`config.mk`:
```
export PLATFORM = sky130hd
export DESIGN_NAME = alu_cmd_sequencer_flat
export DESIGN_NICKNAME = d
export VERILOG_FILES = /design/src/rtl/alu_pkg.sv /design/src/rtl/alu_cmd_sequencer_if.sv /design/src/rtl/alu_cmd_sequencer.sv /design/src/flat_wrapper.sv
export SDC_FILE = /design/constraint.sdc
export NUM_CORES = 1
export LEC_CHECK = 0
export ABC_AREA = 1
export ABC_CLOCK_PERIOD_IN_PS = 2100
export CAP_MARGIN = 0
export CELL_PAD_IN_SITES_DETAIL_PLACEMENT = 0
export CELL_PAD_IN_SITES_GLOBAL_PLACEMENT = 2
export CORE_ASPECT_RATIO = 1.1
export CORE_UTILIZATION = 31
export CTS_CLUSTER_SIZE = 40
export DETAILED_ROUTE_END_ITERATION = 7
export PLACE_DENSITY = 0.94
export SLEW_MARGIN = 20
export SYNTH_ARGS = -nofsm -noshare
export SYNTH_HDL_FRONTEND = slang
export SYNTH_SLANG_ARGS = --single-unit
```
`constraint.sdc`:
```
create_clock -name clk -period 2.1 [get_ports clk]
set_input_delay 0.42 -clock clk [delete_from_list [all_inputs] [get_ports clk]]
set_output_delay 0.42 -clock clk [all_outputs]
set_load 0.02 [all_outputs]
```
`src/rtl/alu_pkg.sv`:
```
// Shared definitions for the 4-bit ALU core and its command sequencer:
// opcode values, sequencer FSM encoding and the command error rule.
package alu_pkg;

  localparam logic [7:0] OP_ADD  = 8'd0;
  localparam logic [7:0] OP_SUB  = 8'd1;
  localparam logic [7:0] OP_MUL  = 8'd2;
  localparam logic [7:0] OP_DIV  = 8'd3;
  localparam logic [7:0] OP_AND  = 8'd4;
  localparam logic [7:0] OP_OR   = 8'd5;
  localparam logic [7:0] OP_XOR  = 8'd6;
  localparam logic [7:0] OP_NAND = 8'd7;
  localparam logic [7:0] OP_NOR  = 8'd8;
  localparam logic [7:0] OP_NOT  = 8'd9;
  localparam logic [7:0] OP_MOD  = 8'd10;
  localparam logic [7:0] OP_SHL  = 8'd11;
  localparam logic [7:0] OP_SHR  = 8'd12;
  localparam logic [7:0] OP_MAX  = 8'd12;

  typedef enum logic [1:0] {
    ST_WAIT_OP  = 2'd0,
    ST_WAIT_ARG = 2'd1,
    ST_SETTLE   = 2'd2,
    ST_RESP     = 2'd3
  } state_t;

  // A command is rejected when the opcode is out of range or when it asks
  // for a division/modulo by a zero y operand.
  function automatic logic cmd_error(input logic [7:0] opc,
                                     input logic [3:0] y,
                                     input logic [7:0] op_max);
    return (opc > op_max) ||
           (((opc == OP_DIV) || (opc == OP_MOD)) && (y == 4'd0));
  endfunction

endpackage

```
`src/rtl/alu_cmd_sequencer_if.sv`:
```
// Command/response stream between a producer and the ALU command sequencer.
// The sequencer takes the slave side; the command producer / response
// consumer takes the master side.
interface alu_cmd_sequencer_if;
  logic [7:0] in_data;
  logic       in_valid;
  logic       in_ready;
  logic [7:0] out_data;
  logic       out_err;
  logic       out_valid;
  logic       out_ready;

  modport master (
    output in_data, in_valid, out_ready,
    input  in_ready, out_data, out_err, out_valid
  );

  modport slave (
    input  in_data, in_valid, out_ready,
    output in_ready, out_data, out_err, out_valid
  );
endinterface

```
`src/rtl/alu_cmd_sequencer.sv`:
```
// Initiator for the 4-bit ALU core. Collects an {opcode, operands} byte pair,
// presents both to the ALU on the same edge, waits SETTLE_CYCLES (1..15),
// captures the result (or an error) and holds it until the response
// handshake. Completed responses are counted modulo 256.
module alu_cmd_sequencer #(
  parameter int unsigned SETTLE_CYCLES = 1,
  parameter logic [7:0]  OP_MAX        = alu_pkg::OP_MAX
) (
  input  logic                clk,
  input  logic                rst,
  alu_cmd_sequencer_if.slave  cmd,
  output logic [7:0]          alu_operands,
  output logic [7:0]          alu_opcode,
  input  logic [7:0]          alu_result,
  output logic [7:0]          txn_count
);
  import alu_pkg::*;

  localparam logic [3:0] SETTLE_LOAD = 4'(SETTLE_CYCLES - 1);

  state_t     state;
  state_t     state_nxt;
  logic [7:0] opc_hold;
  logic [3:0] cnt;
  logic       op_xfer;
  logic       arg_xfer;
  logic       capture;
  logic       resp_xfer;

  // State register
  always_ff @(posedge clk or posedge rst) begin
    if (rst) state <= ST_WAIT_OP;
    else     state <= state_nxt;
  end

  // Next-state decode and handshake outputs
  always_comb begin
    state_nxt     = state;
    cmd.in_ready  = 1'b0;
    cmd.out_valid = 1'b0;
    op_xfer       = 1'b0;
    arg_xfer      = 1'b0;
    capture       = 1'b0;
    resp_xfer     = 1'b0;
    case (state)
      ST_WAIT_OP: begin
        cmd.in_ready = 1'b1;
        if (cmd.in_valid) begin
          op_xfer   = 1'b1;
          state_nxt = ST_WAIT_ARG;
        end
      end
      ST_WAIT_ARG: begin
        cmd.in_ready = 1'b1;
        if (cmd.in_valid) begin
          arg_xfer  = 1'b1;
          state_nxt = ST_SETTLE;
        end
      end
      ST_SETTLE: begin
        if (cnt == 4'd0) begin
          capture   = 1'b1;
          state_nxt = ST_RESP;
        end
      end
      ST_RESP: begin
        cmd.out_valid = 1'b1;
        if (cmd.out_ready) begin
          resp_xfer = 1'b1;
          state_nxt = ST_WAIT_OP;
        end
      end
      default: state_nxt = ST_WAIT_OP;
    endcase
  end

  // Opcode hold, ALU drive, settle counter, result capture and txn counter
  always_ff @(posedge clk or posedge rst) begin
    if (rst) begin
      opc_hold     <= 8'h00;
      alu_operands <= 8'h00;
      alu_opcode   <= 8'h00;
      cnt          <= 4'd0;
      cmd.out_data <= 8'h00;
      cmd.out_err  <= 1'b0;
      txn_count    <= 8'h00;
    end else begin
      if (op_xfer) opc_hold <= cmd.in_data;
      if (arg_xfer) begin
        alu_operands <= cmd.in_data;
        alu_opcode   <= opc_hold;
        cnt          <= SETTLE_LOAD;
      end else if ((state == ST_SETTLE) && (cnt != 4'd0)) begin
        cnt <= cnt - 4'd1;
      end
      if (capture) begin
        if (cmd_error(alu_opcode, alu_operands[7:4], OP_MAX)) begin
          cmd.out_err  <= 1'b1;
          cmd.out_data <= 8'h00;
        end else begin
          cmd.out_err  <= 1'b0;
          cmd.out_data <= alu_result;
        end
      end
      if (resp_xfer) txn_count <= txn_count + 8'd1;
    end
  end

endmodule

```
`src/flat_wrapper.sv`:
```
// flat-port wrapper written by rule: the top's interface ports become plain ports
module alu_cmd_sequencer_flat import alu_pkg::*;
#(
  parameter int unsigned SETTLE_CYCLES = 1,
  parameter logic [7:0]  OP_MAX        = alu_pkg::OP_MAX
)
  (clk, rst, alu_operands, alu_opcode, alu_result, txn_count, cmd_in_data, cmd_in_valid, cmd_out_ready, cmd_in_ready, cmd_out_data, cmd_out_err, cmd_out_valid);
  alu_cmd_sequencer_if cmd_i ();
  input  logic clk;
  input  logic rst;
  output logic [7:0] alu_operands;
  output logic [7:0] alu_opcode;
  input  logic [7:0] alu_result;
  output logic [7:0] txn_count;
  input wire logic [$bits(cmd_i.in_data)-1:0] cmd_in_data;
  input wire logic [$bits(cmd_i.in_valid)-1:0] cmd_in_valid;
  input wire logic [$bits(cmd_i.out_ready)-1:0] cmd_out_ready;
  output wire logic [$bits(cmd_i.in_ready)-1:0] cmd_in_ready;
  output wire logic [$bits(cmd_i.out_data)-1:0] cmd_out_data;
  output wire logic [$bits(cmd_i.out_err)-1:0] cmd_out_err;
  output wire logic [$bits(cmd_i.out_valid)-1:0] cmd_out_valid;
  assign cmd_i.in_data = cmd_in_data;
  assign cmd_i.in_valid = cmd_in_valid;
  assign cmd_i.out_ready = cmd_out_ready;
  assign cmd_in_ready = cmd_i.in_ready;
  assign cmd_out_data = cmd_i.out_data;
  assign cmd_out_err = cmd_i.out_err;
  assign cmd_out_valid = cmd_i.out_valid;
  alu_cmd_sequencer #(.SETTLE_CYCLES(SETTLE_CYCLES), .OP_MAX(OP_MAX)) u_core (.clk(clk), .rst(rst), .cmd(cmd_i), .alu_operands(alu_operands), .alu_opcode(alu_opcode), .alu_result(alu_result), .txn_count(txn_count));
endmodule
```
==> results of run 1 <==
worst paths after layout:
path,from,slack (ps),cells after the start,to
worst max register to register,u_core.cnt[0],570,6,u_core.cmd.out_data[7]
max in group asynchronous,rst,1200,3,u_core.opc_hold[3]
min in group clk,u_core.opc_hold[7],490,2,u_core.opc_hold[7]
worst min-delay path,rst,410,2,u_core.cmd.out_data[0]
worst min register to register,u_core.opc_hold[7],490,2,u_core.opc_hold[7]
worst max-delay path,u_core.state[0],100,2,cmd_out_valid
layer usage:
layer | part of all wire, % | vias to the layer above | wire [um] | GRT usage [%]
met3 | 6.3 | 6 | 285 | 4.87
li1 | - | 870 | - | -
met4 | 1.2 | 0 | 55 | 3.95
met1 | 47 | 763 | 2120 | 17.1
met2 | 45 | 42 | 2040 | 20.0
met5 | 0 | - | 0 | 0
sequential cells by signal, summed over array words and instances, names as in the netlist:
register / flops
u_core.cmd.out_err: 1
u_core.alu_opcode: 8
u_core.opc_hold: 8
u_core.txn_count: 8
u_core.cmd.out_data: 8
u_core.alu_operands: 8
u_core.state: 2
u_core.cnt: 4
cell type report:
| cell class | instances | share of cell area (%) |
|---|---|---|
| clock buffer | 8 | 3.39 |
| inverter | 32 | 4.32 |
| multi-input combinational | 155 | 29.1 |
| sequential | 47 | 39.8 |
| tap | 82 | 3.47 |
| timing repair buffer | 57 | 19.9 |
cell usage in the layout, fill, tap and decap left out, types with 3 or more instances in the layout:
cell              n
nor2_1           17
a21oi_1          10
o21ai_0          19
nand2_2           3
nand2_1          62
dfrtp_1          47
nand4_1           8
ha_1              8
nand3_1           4
inv_1            29
clkdlybuf4s50_1  53
xor2_1            3
clkbuf_8          7
mux2_2            7
xnor2_1           3
power groups by stage:
stage | clock network [W] | registers [W] | logic (W)
after floorplan | 0 | 0.00176 | 0.000871
after global placement | 0 | 0.00149 | 0.00193
after detailed placement | 0 | 0.00150 | 0.00195
after CTS | 0.000629 | 0.00149 | 0.00195
after global routing | 0.000658 | 0.00153 | 0.00212
final | 0.000601 | 0.00148 | 0.00192
per-stage QoR:
step                      power (W)  worst slack, ps  std cells  hold WS (ps)  cell area, sq um
after global routing        0.00431             25.0        381           427              2950
after detailed placement    0.00346              264        373           473              2850
after global placement      0.00342              303        373           463              2850
after floorplan             0.00263              564        240           449              2190
after CTS                   0.00407             77.5        381           415              2950
final                       0.00400             98.5        381           408              2950
cell families after synthesis:
group	share of synthesized area [%]
AND/OR/NAND/NOR	21.4
flip-flops	53.7
buffers and inverters	7.08
AO/OA/AOI/OAI	7.25
adder cells (fa/ha/maj)	4.57
multiplexers	3.60
XOR/XNOR	2.40
timing repair:
action	4_1_cts	5_1_grt
endpoints found under the setup margin	1	0
gates resized for setup	1	0
hold endpoints to repair	0	0
worst reg2reg max path: stages, from the launching register on:
cell	delay, ps
dfrtp_1	370
inv_1	130
ha_1	430
nand3_4	210
clkinv_4	130
nand2_2	60
o21ai_2	120
==> flow_summary_export.csv, run 1 <==
group,metric,value,unit
floorplan,dieWidth,82.2,um
cells_and_area,multi_input_area,860,sq um
clock_tree,cts_tree,"yes",
floorplan,rows,31,
placed_design,dpl.hpwl,3170,um
timing,timing.fmax,500,MHz
power,swShare,39.5,%
logic_synthesis,ys_seq_elements,47,
clock_tree,cts_buffer_depth,2,
timing,slew_violations,0,
clock_tree,cts-root-buf,"clkbuf_8",
clock_tree,cts_buffers,5,
placed_design,io_buffer_count,54,
clock_tree,cts.clk_slew.worst_paths,90,ps
detailed_routing,first_pass_iters,4,
cells_and_area,syn_to_final_growth,34.8,%
logic_synthesis,syn-num-nets,268,
detailed_routing,vias,1681,
logic_synthesis,yosysWarnings,0,
global_route,grt_pass1_vias,1567,
timing,post-route-min-period,2000,ps
job,maxCapViolCount,0,
logic_synthesis,ys_types,26,
clock_tree,holdBufCountCts,0,
detailed_routing,wl_per_cell,11.8,um
setup_path,cp_slowest_cell,"clkdlybuf4s50_1",
logic_synthesis,synth_edf_count,0,
power,switchingPower,0.00158,W
floorplan,io_pins,55,
placed_design,gp_congestion,0.693,
timing,post-route-period-util,95.3,%
detailed_routing,viasPerCell,4.41,
detailed_routing,drc,0,
floorplan,dieArea,7410,sq um
logic_synthesis,synth-main-ff-cell,"dfrtp_1",
power,ir_worst_vdd,0.000755,V
logic_synthesis,yosys.area.top_type,"dfrtp_1",
cells_and_area,num-fill-cells,680,
logic_synthesis,syn_area,2190,sq um
setup_path,cp-start-kind,"register",
timing,hold_violations,0,
cells_and_area,final_layout_size_suffix_gt1_share,10.4,%
logic_synthesis,synth.area.top_cells,"dfrtp_1, nand2_1, inv_1",
logic_synthesis,synth_top_cell_area_share,53.7,%
setup_path,crit_buf_inv,1,
logic_synthesis,avgSynthCellArea,9.13,sq um
clock_tree,post_cts_buffers,0,
floorplan,initial_utilization,32.6,%
timing,worstMarginPinSlew,484,ps
cells_and_area,nets,326,
cells_and_area,register_area,1180,sq um
detailed_routing,wl,4510,um
timing,setup_viol,0,
logic_synthesis,syn_inst,240,
power,p_clk_share,15.0,%
logic_synthesis,synth_most_common_cell,"nand2_1",
global_route,antenna_found_initial,0,
cells_and_area,diodes,0,
detailed_routing,ant_nets,0,
setup_path,crit_family,"buffers and inverters",
power,p_leak,1.45,nW
timing,maxSlewHeadroom,67.7,%
floorplan,core,6710,sq um
global_route,grt.total_usage,13.1,%
setup_path,slowest_delay,630,ps
cells_and_area,final_util,44.0,%
global_route,grt_pass1_wl,7420,um
setup_path,critPathArrivalTime,1580,ps
power,cellPowerDensity,1360,nW/um^2
setup_path,worstPathCellList,"ha_1 > clkdlybuf4s50_1",
floorplan,die_y,90.2,um
setup_path,endpoint_kind,"primary output",
global_route,grt-ovfl-total,0,
power,combPwrFrac,47.9,%
clock_tree,clk_latency,300,ps
clock_tree,clock-sinks,47,
run_status,outcome,"finished, final reports clean",
setup_path,required,1680,ps
logic_synthesis,synth_common_cells,"nand2_1, dfrtp_1, inv_1",
timing,setup_tns,0,ps
timing,fin_skew,8.23,ps
timing,rsz0062_at_grt,"no",
setup_path,crit_path_max_fanout,4,
clock_tree,h-tree-depth,2,
power,power_frac_seq,37.1,%
global_route,grt_max_degree,33,
setup_path,crit_type,"register to primary output",
logic_synthesis,async_flop_share,100,%
power,power.internal,0.00242,W
logic_synthesis,ys_seq_area_share,53.7,%
detailed_routing,drt-initial-drc-count,49,
min_path,min_path_type,"input pin to asynchronous set/reset pin",
(Power assumes the default switching activity.)
==> run 2, diff against run 1 <==
--- a/config.mk
+++ b/config.mk
@@ -14,6 +14,7 @@
 export CORE_UTILIZATION = 31
 export CTS_CLUSTER_SIZE = 40
 export DETAILED_ROUTE_END_ITERATION = 7
+export GPL_ROUTABILITY_DRIVEN = 0
 export PLACE_DENSITY = 0.94
 export SLEW_MARGIN = 20
 export SYNTH_ARGS = -nofsm -noshare
==> results of run 2 <==
The final DEF is identical to that of run 1; final timing and power are the same.
